$ cat config.mk
export PLATFORM = sky130hd
export DESIGN_NAME = opcode_encoder_flat
export DESIGN_NICKNAME = d
export VERILOG_FILES = /design/src/rtl/opcode_encoder_if.sv /design/src/rtl/opcode_encoder.sv /design/src/flat_wrapper.sv
export SDC_FILE = /design/constraint.sdc
export NUM_CORES = 1
export LEC_CHECK = 0
export BUFFER_PORTS_ARGS = -buffer_cell sky130_fd_sc_hd__buf_2
export CORE_MARGIN = 5
export CORE_UTILIZATION = 43
export CTS_BUF_LIST = sky130_fd_sc_hd__clkbuf_4
export CTS_CLUSTER_SIZE = 8
export DETAILED_ROUTE_END_ITERATION = 7
export PLACE_DENSITY_LB_ADDON = 0.05
export SLEW_MARGIN = 10
export SYNTH_ARGS = -nofsm -noshare
export SYNTH_HDL_FRONTEND = slang
export SYNTH_SLANG_ARGS = --single-unit
$ cat constraint.sdc
create_clock -name i_clk -period 7.49 [get_ports i_clk]
set_input_delay 1.1235 -clock i_clk [delete_from_list [all_inputs] [get_ports i_clk]]
set_output_delay 1.1235 -clock i_clk [all_outputs]
set_load 0.03 [all_outputs]
$ cat src/rtl/opcode_encoder_if.sv
// Field-bundle input and encoded-word output handshakes of the opcode encoder.
// master drives the fields and out_ready, slave is the encoder.
interface opcode_encoder_if #(parameter int ADDR_WIDTH = 8);
  logic                  in_valid;
  logic                  in_ready;
  logic [5:0]            opcode;
  logic [1:0]            encoding;
  logic [1:0]            variant;
  logic [1:0]            operandSize;
  logic [5:0]            register1;
  logic [5:0]            register2;
  logic [5:0]            register3;
  logic [31:0]           immediate;
  logic                  out_valid;
  logic                  out_ready;
  logic [31:0]           out_word;
  logic                  out_error;
  logic [ADDR_WIDTH-1:0] out_addr;
  logic [7:0]            err_count;

  modport master (
    output in_valid, opcode, encoding, variant, operandSize,
           register1, register2, register3, immediate, out_ready,
    input  in_ready, out_valid, out_word, out_error, out_addr, err_count
  );

  modport slave (
    input  in_valid, opcode, encoding, variant, operandSize,
           register1, register2, register3, immediate, out_ready,
    output in_ready, out_valid, out_word, out_error, out_addr, err_count
  );
endinterface

$ cat src/rtl/opcode_encoder.sv
// Packs decoded fields into 32-bit instruction words through a 2-stage valid/ready
// pipeline, flagging unencodable immediates and stamping a wrapping word address.
module opcode_encoder #(
  parameter int                    ADDR_WIDTH = 8,
  parameter logic [ADDR_WIDTH-1:0] BASE_ADDR  = '0
) (
  input  logic             i_clk,
  input  logic             i_rst,
  opcode_encoder_if.slave  io_bus
);

  logic [9:0]            w_hdr;
  logic [31:0]           w_word;
  logic                  w_err;
  logic                  w_s2_load;
  logic                  w_s1_adv;
  logic                  w_in_ready;
  logic                  w_in_fire;
  logic                  w_out_fire;

  logic                  r_s1_valid;
  logic [31:0]           r_s1_word;
  logic                  r_s1_err;
  logic                  r_s2_valid;
  logic [31:0]           r_s2_word;
  logic                  r_s2_err;
  logic [ADDR_WIDTH-1:0] r_addr;
  logic [7:0]            r_err_cnt;

  // Immediate legality: B is unsigned 16-bit, C signed 20-bit, D signed 8-bit.
  always_comb begin
    w_hdr  = {io_bus.variant, io_bus.encoding, io_bus.opcode};
    w_word = '0;
    w_err  = 1'b0;
    case (io_bus.encoding)
      2'd0: w_word = {2'b00, io_bus.operandSize, io_bus.register3,
                      io_bus.register2, io_bus.register1, w_hdr};
      2'd1: begin
        w_err  = |io_bus.immediate[31:16];
        w_word = {io_bus.immediate[15:0], io_bus.register1, w_hdr};
      end
      2'd2: begin
        w_err  = !((&io_bus.immediate[31:19]) || !(|io_bus.immediate[31:19]));
        w_word = {2'b00, io_bus.immediate[19:0], w_hdr};
      end
      default: begin
        w_err  = !((&io_bus.immediate[31:7]) || !(|io_bus.immediate[31:7]));
        w_word = {io_bus.operandSize, io_bus.immediate[7:0],
                  io_bus.register2, io_bus.register1, w_hdr};
      end
    endcase
    if (w_err) w_word = '0;
  end

  assign w_s2_load  = !r_s2_valid || io_bus.out_ready;
  assign w_s1_adv   = r_s1_valid && w_s2_load;
  assign w_in_ready = !r_s1_valid || w_s1_adv;
  assign w_in_fire  = io_bus.in_valid && w_in_ready;
  assign w_out_fire = r_s2_valid && io_bus.out_ready;

  always_ff @(posedge i_clk or posedge i_rst) begin
    if (i_rst) begin
      r_s1_valid <= 1'b0;
      r_s1_word  <= '0;
      r_s1_err   <= 1'b0;
      r_s2_valid <= 1'b0;
      r_s2_word  <= '0;
      r_s2_err   <= 1'b0;
      r_addr     <= BASE_ADDR;
      r_err_cnt  <= '0;
    end else begin
      if (w_in_fire) begin
        r_s1_valid <= 1'b1;
        r_s1_word  <= w_word;
        r_s1_err   <= w_err;
      end else if (w_s1_adv) begin
        r_s1_valid <= 1'b0;
      end

      // Output register holds its word until the consumer takes it.
      if (w_s2_load) begin
        r_s2_valid <= r_s1_valid;
        if (r_s1_valid) begin
          r_s2_word <= r_s1_word;
          r_s2_err  <= r_s1_err;
        end
      end

      if (w_out_fire) begin
        r_addr <= r_addr + ADDR_WIDTH'(1);
        if (r_s2_err && (r_err_cnt != 8'hFF)) r_err_cnt <= r_err_cnt + 8'd1;
      end
    end
  end

  assign io_bus.in_ready  = w_in_ready;
  assign io_bus.out_valid = r_s2_valid;
  assign io_bus.out_word  = r_s2_word;
  assign io_bus.out_error = r_s2_err;
  assign io_bus.out_addr  = r_addr;
  assign io_bus.err_count = r_err_cnt;

endmodule
$ cat src/flat_wrapper.sv
// flat-port wrapper written by rule: the top's interface ports become plain ports
module opcode_encoder_flat 
#(
  parameter int                    ADDR_WIDTH = 8,
  parameter logic [ADDR_WIDTH-1:0] BASE_ADDR  = '0
)
  (i_clk, i_rst, io_bus_in_valid, io_bus_opcode, io_bus_encoding, io_bus_variant, io_bus_operandSize, io_bus_register1, io_bus_register2, io_bus_register3, io_bus_immediate, io_bus_out_ready, io_bus_in_ready, io_bus_out_valid, io_bus_out_word, io_bus_out_error, io_bus_out_addr, io_bus_err_count);
  opcode_encoder_if #(.ADDR_WIDTH(ADDR_WIDTH)) io_bus_i ();
  input  logic i_clk;
  input  logic i_rst;
  input wire logic [$bits(io_bus_i.in_valid)-1:0] io_bus_in_valid;
  input wire logic [$bits(io_bus_i.opcode)-1:0] io_bus_opcode;
  input wire logic [$bits(io_bus_i.encoding)-1:0] io_bus_encoding;
  input wire logic [$bits(io_bus_i.variant)-1:0] io_bus_variant;
  input wire logic [$bits(io_bus_i.operandSize)-1:0] io_bus_operandSize;
  input wire logic [$bits(io_bus_i.register1)-1:0] io_bus_register1;
  input wire logic [$bits(io_bus_i.register2)-1:0] io_bus_register2;
  input wire logic [$bits(io_bus_i.register3)-1:0] io_bus_register3;
  input wire logic [$bits(io_bus_i.immediate)-1:0] io_bus_immediate;
  input wire logic [$bits(io_bus_i.out_ready)-1:0] io_bus_out_ready;
  output wire logic [$bits(io_bus_i.in_ready)-1:0] io_bus_in_ready;
  output wire logic [$bits(io_bus_i.out_valid)-1:0] io_bus_out_valid;
  output wire logic [$bits(io_bus_i.out_word)-1:0] io_bus_out_word;
  output wire logic [$bits(io_bus_i.out_error)-1:0] io_bus_out_error;
  output wire logic [$bits(io_bus_i.out_addr)-1:0] io_bus_out_addr;
  output wire logic [$bits(io_bus_i.err_count)-1:0] io_bus_err_count;
  assign io_bus_i.in_valid = io_bus_in_valid;
  assign io_bus_i.opcode = io_bus_opcode;
  assign io_bus_i.encoding = io_bus_encoding;
  assign io_bus_i.variant = io_bus_variant;
  assign io_bus_i.operandSize = io_bus_operandSize;
  assign io_bus_i.register1 = io_bus_register1;
  assign io_bus_i.register2 = io_bus_register2;
  assign io_bus_i.register3 = io_bus_register3;
  assign io_bus_i.immediate = io_bus_immediate;
  assign io_bus_i.out_ready = io_bus_out_ready;
  assign io_bus_in_ready = io_bus_i.in_ready;
  assign io_bus_out_valid = io_bus_i.out_valid;
  assign io_bus_out_word = io_bus_i.out_word;
  assign io_bus_out_error = io_bus_i.out_error;
  assign io_bus_out_addr = io_bus_i.out_addr;
  assign io_bus_err_count = io_bus_i.err_count;
  opcode_encoder #(.ADDR_WIDTH(ADDR_WIDTH), .BASE_ADDR(BASE_ADDR)) u_core (.i_clk(i_clk), .i_rst(i_rst), .io_bus(io_bus_i));
endmodule
==> summary.txt, run 1 <==
Setup path
  • CP arrival: about 3.3 ns
  • Setup crit start kind: input pin
  • Setup Crit Path Kind: in2reg
  • Worst EP required: slightly below 8 ns
  • Endpoint class of the critical path: flip-flop
  • CP Max Fanout: 33

Yosys
  • Top cells by area, synth: dfrtp_1 53%, mux2_2 13%, nand2_1 5.5%
  • Post-synthesis adder-cell area fraction: 0.00635
  • Seq/Total Area, Yosys: 0.533
  • Post-synth EDFFs: 0
  • Average size of a mapped cell: roughly 12 sq um
  • Yosys cell types: 35
  • Synth Register Bits: 84
  • Mux cell area share after synthesis: 0.202
  • Yosys warns: 0
  • Synth Area in Compound Gates: 0.0822
  • Post-Synth XOR/XNOR Area: 0.0311
  • Ys async rst share: 1.00
  • Top cell type's share of synthesized area: 0.533
  • Most used DFF post-synth: dfrtp_1
  • Syn_nets: about 400
  • Cell taking the most area after synthesis: dfrtp_1
  • Synth Area in Simple Gates: 0.124
  • Synth Cell Area: slightly below 4000 sq um
  • Mapped Cells: 330
  • Largest family of logic cells by synthesized area: multiplexers

Floorplanning
  • Die height: between 100 and 150 um
  • Initial Util: 0.433
  • Core Area: about 9000 sq um
  • Row cnt: 35
  • Die Width: between 100 and 150 um
  • Die area: between 10000 and 15000 sq um
  • Top-Level Pins: 117

Timing
  • Fmax: 344 MHz
  • Final setup viols: 0
  • Final Critical Period: 2.91 ns
  • Total Neg Setup Slack: 0 ns
  • Fin Clk Skew: ~0.018 ns
  • Fin crit share: 0.389
  • Slew headroom: 0.301
  • Least-Margin Pin Slew: around 1.0 ns
  • Final Hold Viols: 0
  • Final slew viol count: 0
  • Unrepaired setup endpoints after global routing: no

Min path
  • Worst hold path type: reg2reg

Clocking
  • Clk Tree Root Cell: clkbuf_4
  • Cts bufs inserted: 9
  • Register clock-pin slew on the reported worst setup and hold paths: 0.13 ns
  • # H-tree levels: 3
  • Clk sink count: 84
  • Resize count post-CTS: 0
  • Hold_buf cts: 0
  • Clock latency on the worst-skew pair: 0.42 ns
  • # Post-CTS Setup Buffers: 0
  • Max Root-Sink Buffers: 2
  • CTS tree: yes

Global routing
  • Gr ovfl total: 0
  • Initial antenna violation count: 0
  • Tot GR Track Use: 0.174
  • First-pass GRT wire length: roughly 15 mm
  • Vias in the first global route: around 3k
  • Largest net degree at the start of global routing: 85

Run status
  • Status: completed

Placement
  • Port Buffers: ~120
  • Gpl congestion: around 0.9
  • HPWL Detailed: roughly 6.5 mm

Power
  • Peak supply drop: 102 uV
  • PD cells: about 270 nW/um^2
  • Leak: between 2 and 2.5 nW

Detailed routing
  • Post-Route WL: 9.26 mm
  • DR iter-0 viols: ~100
  • Antenna-violating nets left: 0
  • Residual DRC count: 0
  • Routed WL per cell: about 17 um
  • 1st-pass router iterations: 4
  • Vias per std cell: about 5.3
  • Routed via count: 2929

Final layout
  • Commonest cells after routing, fill and taps aside: 116 x buf_2, 84 x dfrtp_1, 57 x nand2_1, 44 x mux2_2, 20 x o21ai_0
  • Inserted Diodes: 0
  • Final core utilization: 0.524
  • # nets final: 509
  • Most common cell after layout, fill and taps aside: buf_2
  • Share of layout cells above drive strength 1: 0.453
  • P&R area growth vs syn: 21.0%

Run
  • Max-cap check violation count: 0
==> state kept, by name, summed over array words and instances, names as in the netlist <==
name / cells
u_core.io_bus.err_count: 8
u_core.io_bus.out_error: 1
u_core.io_bus.out_addr: 8
u_core.r_s1_valid: 1
u_core.r_s1_err: 1
u_core.io_bus.out_valid: 1
u_core.io_bus.out_word: 32
u_core.r_s1_word: 32
==> cells by family after synthesis <==
logic type,Yosys count
buffers and inverters,20
XOR/XNOR,14
multiplexers,64
flip-flops,84
AND/OR/NAND/NOR,104
adder cells (fa/ha/maj),2
AO/OA/AOI/OAI,42
==> final cells by class <==
class                           count  area (sq um)
Timing Repair Buffer              119           603
Clock buffer                       10          75.1
Inverter                            1          5.00
Tap cell                          111           139
Multi-Input combinational cell    226          1760
Clock inverter                      6          88.8
Sequential cell                    84          2100
Fill cell                         848          4340
==> synth_stat cells, types with 3 or more instances <==
cell type	instances
nand4_1	8
nor4_1	3
nor2_1	9
mux2i_1	12
buf_1	6
or4_1	3
mux2_2	44
dfrtp_1	84
nand2b_1	4
o21ai_0	20
o31ai_2	9
a21oi_1	6
xnor2_1	9
mux4_2	8
nand2_1	58
nand3_1	8
xor2_1	5
clkbuf_1	10
==> stage by stage <==
| step | setup WS, ns | hold slack [ns] | instances | cell area [sq um] | total power, mW |
|---|---|---|---|---|---|
| final | 4.58 | 0.474 | 557 | 4770 | 1.27 |
| after global routing | 4.40 | 0.501 | 557 | 4770 | 1.35 |
| after CTS | 4.55 | 0.484 | 557 | 4770 | 1.29 |
| after detailed placement | 4.09 | 0.461 | 541 | 4610 | 0.989 |
| after global placement | 4.08 | 0.459 | 541 | 4610 | 0.982 |
| after floorplan | 4.20 | 0.445 | 330 | 3940 | 0.862 |
==> layer usage <==
metal | track usage | wire length [um]
met1 | 0.253 | 4490
met2 | 0.256 | 4030
met3 | 0.0484 | 645
met4 | 0.0481 | 95
met5 | 0 | 0
==> critical path, stage by stage <==
cell and delay (ns):
buf_2 0.45, nand2b_1 0.42, or3_1 0.48, a32oi_2 0.17, buf_4 0.39, mux2_2 0.23
==> report_power, final <==
group | switching, mW | total, mW | internal, mW
Clock | 0.162 | 0.301 | 0.139
Combinational | 0.242 | 0.380 | 0.139
Sequential | 0.0600 | 0.593 | 0.533
==> final timing paths <==
path                       depth (start not counted)                             startpoint                                endpoint  slack [ns]
min                                                1  u_core.io_bus.out_addr[7]$_DFFE_PP0P_   u_core.io_bus.out_addr[7]$_DFFE_PP0P_        0.47
max in group asynchronous                          3                                  i_rst         u_core.r_s1_word[1]$_DFFE_PP0P_        5.81
min in group asynchronous                          3                                  i_rst  u_core.io_bus.err_count[0]$_DFFE_PP0P_        1.01
min reg2reg                                        1  u_core.io_bus.out_addr[7]$_DFFE_PP0P_   u_core.io_bus.out_addr[7]$_DFFE_PP0P_        0.47
max                                                6                     io_bus_encoding[1]             u_core.r_s1_err$_DFFE_PP0P_        4.58
max reg2reg                                        3    u_core.io_bus.out_valid$_DFFE_PP0P_             u_core.r_s1_err$_DFFE_PP0P_        5.66
(Power assumes the default switching activity.)
==> run 2: changes to the inputs <==
Settings changed: ABC_AREA set to 1.
Clock period 7.49 ns to 2.52 ns, I/O delays scaled along.
==> summary.txt, run 2 <==
Yosys
  • Top cells by area, synth: dfrtp_1 50%, nand2_1 15%, mux2_1 6.1%
  • Yosys cell types: 27
  • Most instantiated library cell after synthesis: nand2_1
  • Cell taking the most area after synthesis: dfrtp_1
  • Average size of a mapped cell: about 8.3 sq um
  • Syn_nets: around 580
  • Yosys warns: 0
  • Most used DFF post-synth: dfrtp_1
  • Synth Register Bits: 84
  • Mapped Cells: just over 500
  • Seq/Total Area, Yosys: 0.497
  • Post-synth EDFFs: 0
  • Top cell type's share of synthesized area: 0.497
  • Ys async rst share: 1.00
  • Synth Cell Area: 4230 sq um
  • Synth top cells by count: 171 x nand2_1, 84 x dfrtp_1, 50 x nand3_1, 50 x nor2_1, 24 x inv_1

Detailed routing
  • DR iter-0 viols: about 160
  • 1st-pass router iterations: 4
  • Post-Route WL: roughly 10 mm
  • Routed via count: ~3.7k
  • Residual DRC count: 0
  • Vias per std cell: approximately 5
  • Antenna-violating nets left: 0
  • Routed WL per cell: between 10 and 15 um

Timing
  • Least-Margin Pin Slew: 0.512 ns
  • Unrepaired setup endpoints after global routing: no
  • Slew headroom: 0.658
  • Final WS setup: 0.918 ns
  • Final Critical Period: approximately 1.6 ns
  • Fmax: roughly 620 MHz
  • Final Hold Viols: 0
  • Fin crit share: 0.636
  • Final slew viol count: 0
  • Hold WS: ~0.041 ns
  • Total Neg Setup Slack: 0 ns
  • Fin Clk Skew: about 0.019 ns
  • Final setup viols: 0

Clocking
  • Clk sink count: 84
  • CTS tree: yes
  • # H-tree levels: 3
  • Clk Tree Root Cell: clkbuf_4
  • Clock latency on the worst-skew pair: around 0.43 ns
  • Resize count post-CTS: 0
  • # Post-CTS Setup Buffers: 0
  • Hold_buf cts: 0
  • Cts bufs inserted: 9
  • Max Root-Sink Buffers: 2
  • Register clock-pin slew on the reported worst setup and hold paths: between 0.15 and 0.2 ns

Final layout
  • P&R area growth vs syn: 20.6%
  • Most common cell after layout, fill and taps aside: nand2_1
  • Inserted Diodes: 0
  • Share of layout cells above drive strength 1: 0.269
  • Commonest cells after routing, fill and taps aside: 169 x nand2_1, 116 x buf_2, 84 x dfrtp_1, 50 x nor2_1, 50 x nand3_1
  • # nets final: about 690
  • Final core utilization: 0.526

Global routing
  • Initial antenna violation count: 0
  • Tot GR Track Use: 0.180
  • Gr ovfl total: 0
  • Largest net degree at the start of global routing: 85
  • First-pass GRT wire length: ~17 mm
  • Vias in the first global route: 3592

Run status
  • Status: completed

Floorplanning
  • Initial Util: 0.436
  • Core Area: roughly 9700 sq um
  • Die height: approximately 110 um
  • Die area: 11900 sq um
  • Top-Level Pins: ~120
  • Row cnt: 36
  • Die Width: roughly 110 um

Setup path
  • CP arrival: 1.22 ns
  • Worst EP required: ~2.1 ns
  • Setup crit start kind: flip-flop
  • R2R Path Start: u_core.io_bus.err_count[0]$_DFFE_PP0P_
  • Critical path origin: u_core.io_bus.out_valid$_DFFE_PP0P_
  • CP Max Fanout: 4
  • Endpoint class of the critical path: primary output
  • Setup Crit Path Kind: reg2out

Run
  • Max-cap check violation count: 0

Placement
  • Port Buffers: ~120
  • Pre-CTS WS: a little under 0.6 ns
  • Gpl congestion: a little under 0.9
  • HPWL Detailed: approximately 7.5 mm

Power
  • PD cells: between 800 and 900 nW/um^2
  • Peak supply drop: a little over 300 uV
  • Pwr Total: about 4.1 mW
  • Leak: ~2.8 nW

Min path
  • Worst hold path type: in2async
run 2: layout make-up:
type                    count  area, sq um
well taps                 133          166
clock inverters             7          110
inverters                  32          124
multi-input cells         370         1890
fillers                   966         4590
flip-flops and latches     84         2100
repair buffers            122          638
clock buffers               9         67.6
run 2: worst max-delay path: stages, from the launching register on:
cell,delay (ns)
dfrtp_1,0.43
nand3_1,0.16
buf_2,0.22
run 2: metrics by stage:
step | instance area, sq um | std cells
finish | 5100 | 757
global route | 5100 | 757
CTS | 5100 | 757
detailed placement | 4920 | 741
global placement | 4920 | 741
floorplan | 4230 | 507
run 2: cell families after synthesis:
family / after synthesis / share of synthesized area
AOI/OAI and AO/OA: 43 / 0.0586
xor gates and xnor gates: 13 / 0.0269
adders and majority gates: 2 / 0.00592
buffers and inverters: 53 / 0.0565
DFF: 84 / 0.497
muxes: 32 / 0.0853
and+or+nand+nor: 280 / 0.269
run 2: worst paths after layout:
| path | endpoint | slack (ns) | depth (start not counted) |
|---|---|---|---|
| max in group asynchronous | u_core.r_s1_word[6]$_DFFE_PP0P_ | 2.11 | 3 |
| setup reg to reg | u_core.io_bus.err_count[5]$_DFFE_PP0P_ | 0.98 | 8 |
| hold reg to reg | u_core.r_s1_word[4]$_DFFE_PP0P_ | 0.49 | 2 |
| min in group i_clk | u_core.r_s1_word[0]$_DFFE_PP0P_ | 0.26 | 5 |
| hold / removal | u_core.io_bus.err_count[0]$_DFFE_PP0P_ | 0.04 | 3 |
| setup / recovery | io_bus_in_ready | 0.92 | 2 |
run 2: per-layer routing:
metal / GRT usage / wire, um
met3: 0.0533 / 801
met2: 0.271 / 4530
met5: 0 / 0
met4: 0.0505 / 136
met1: 0.253 / 4840
run 2: report_power, final:
| part | leakage (nW) | total, mW | switching (mW) | internal (mW) |
|---|---|---|---|---|
| combinational | 1.63 | 1.38 | 0.929 | 0.452 |
| clock | 0.0895 | 0.923 | 0.506 | 0.417 |
| sequential | 1.10 | 1.85 | 0.214 | 1.63 |
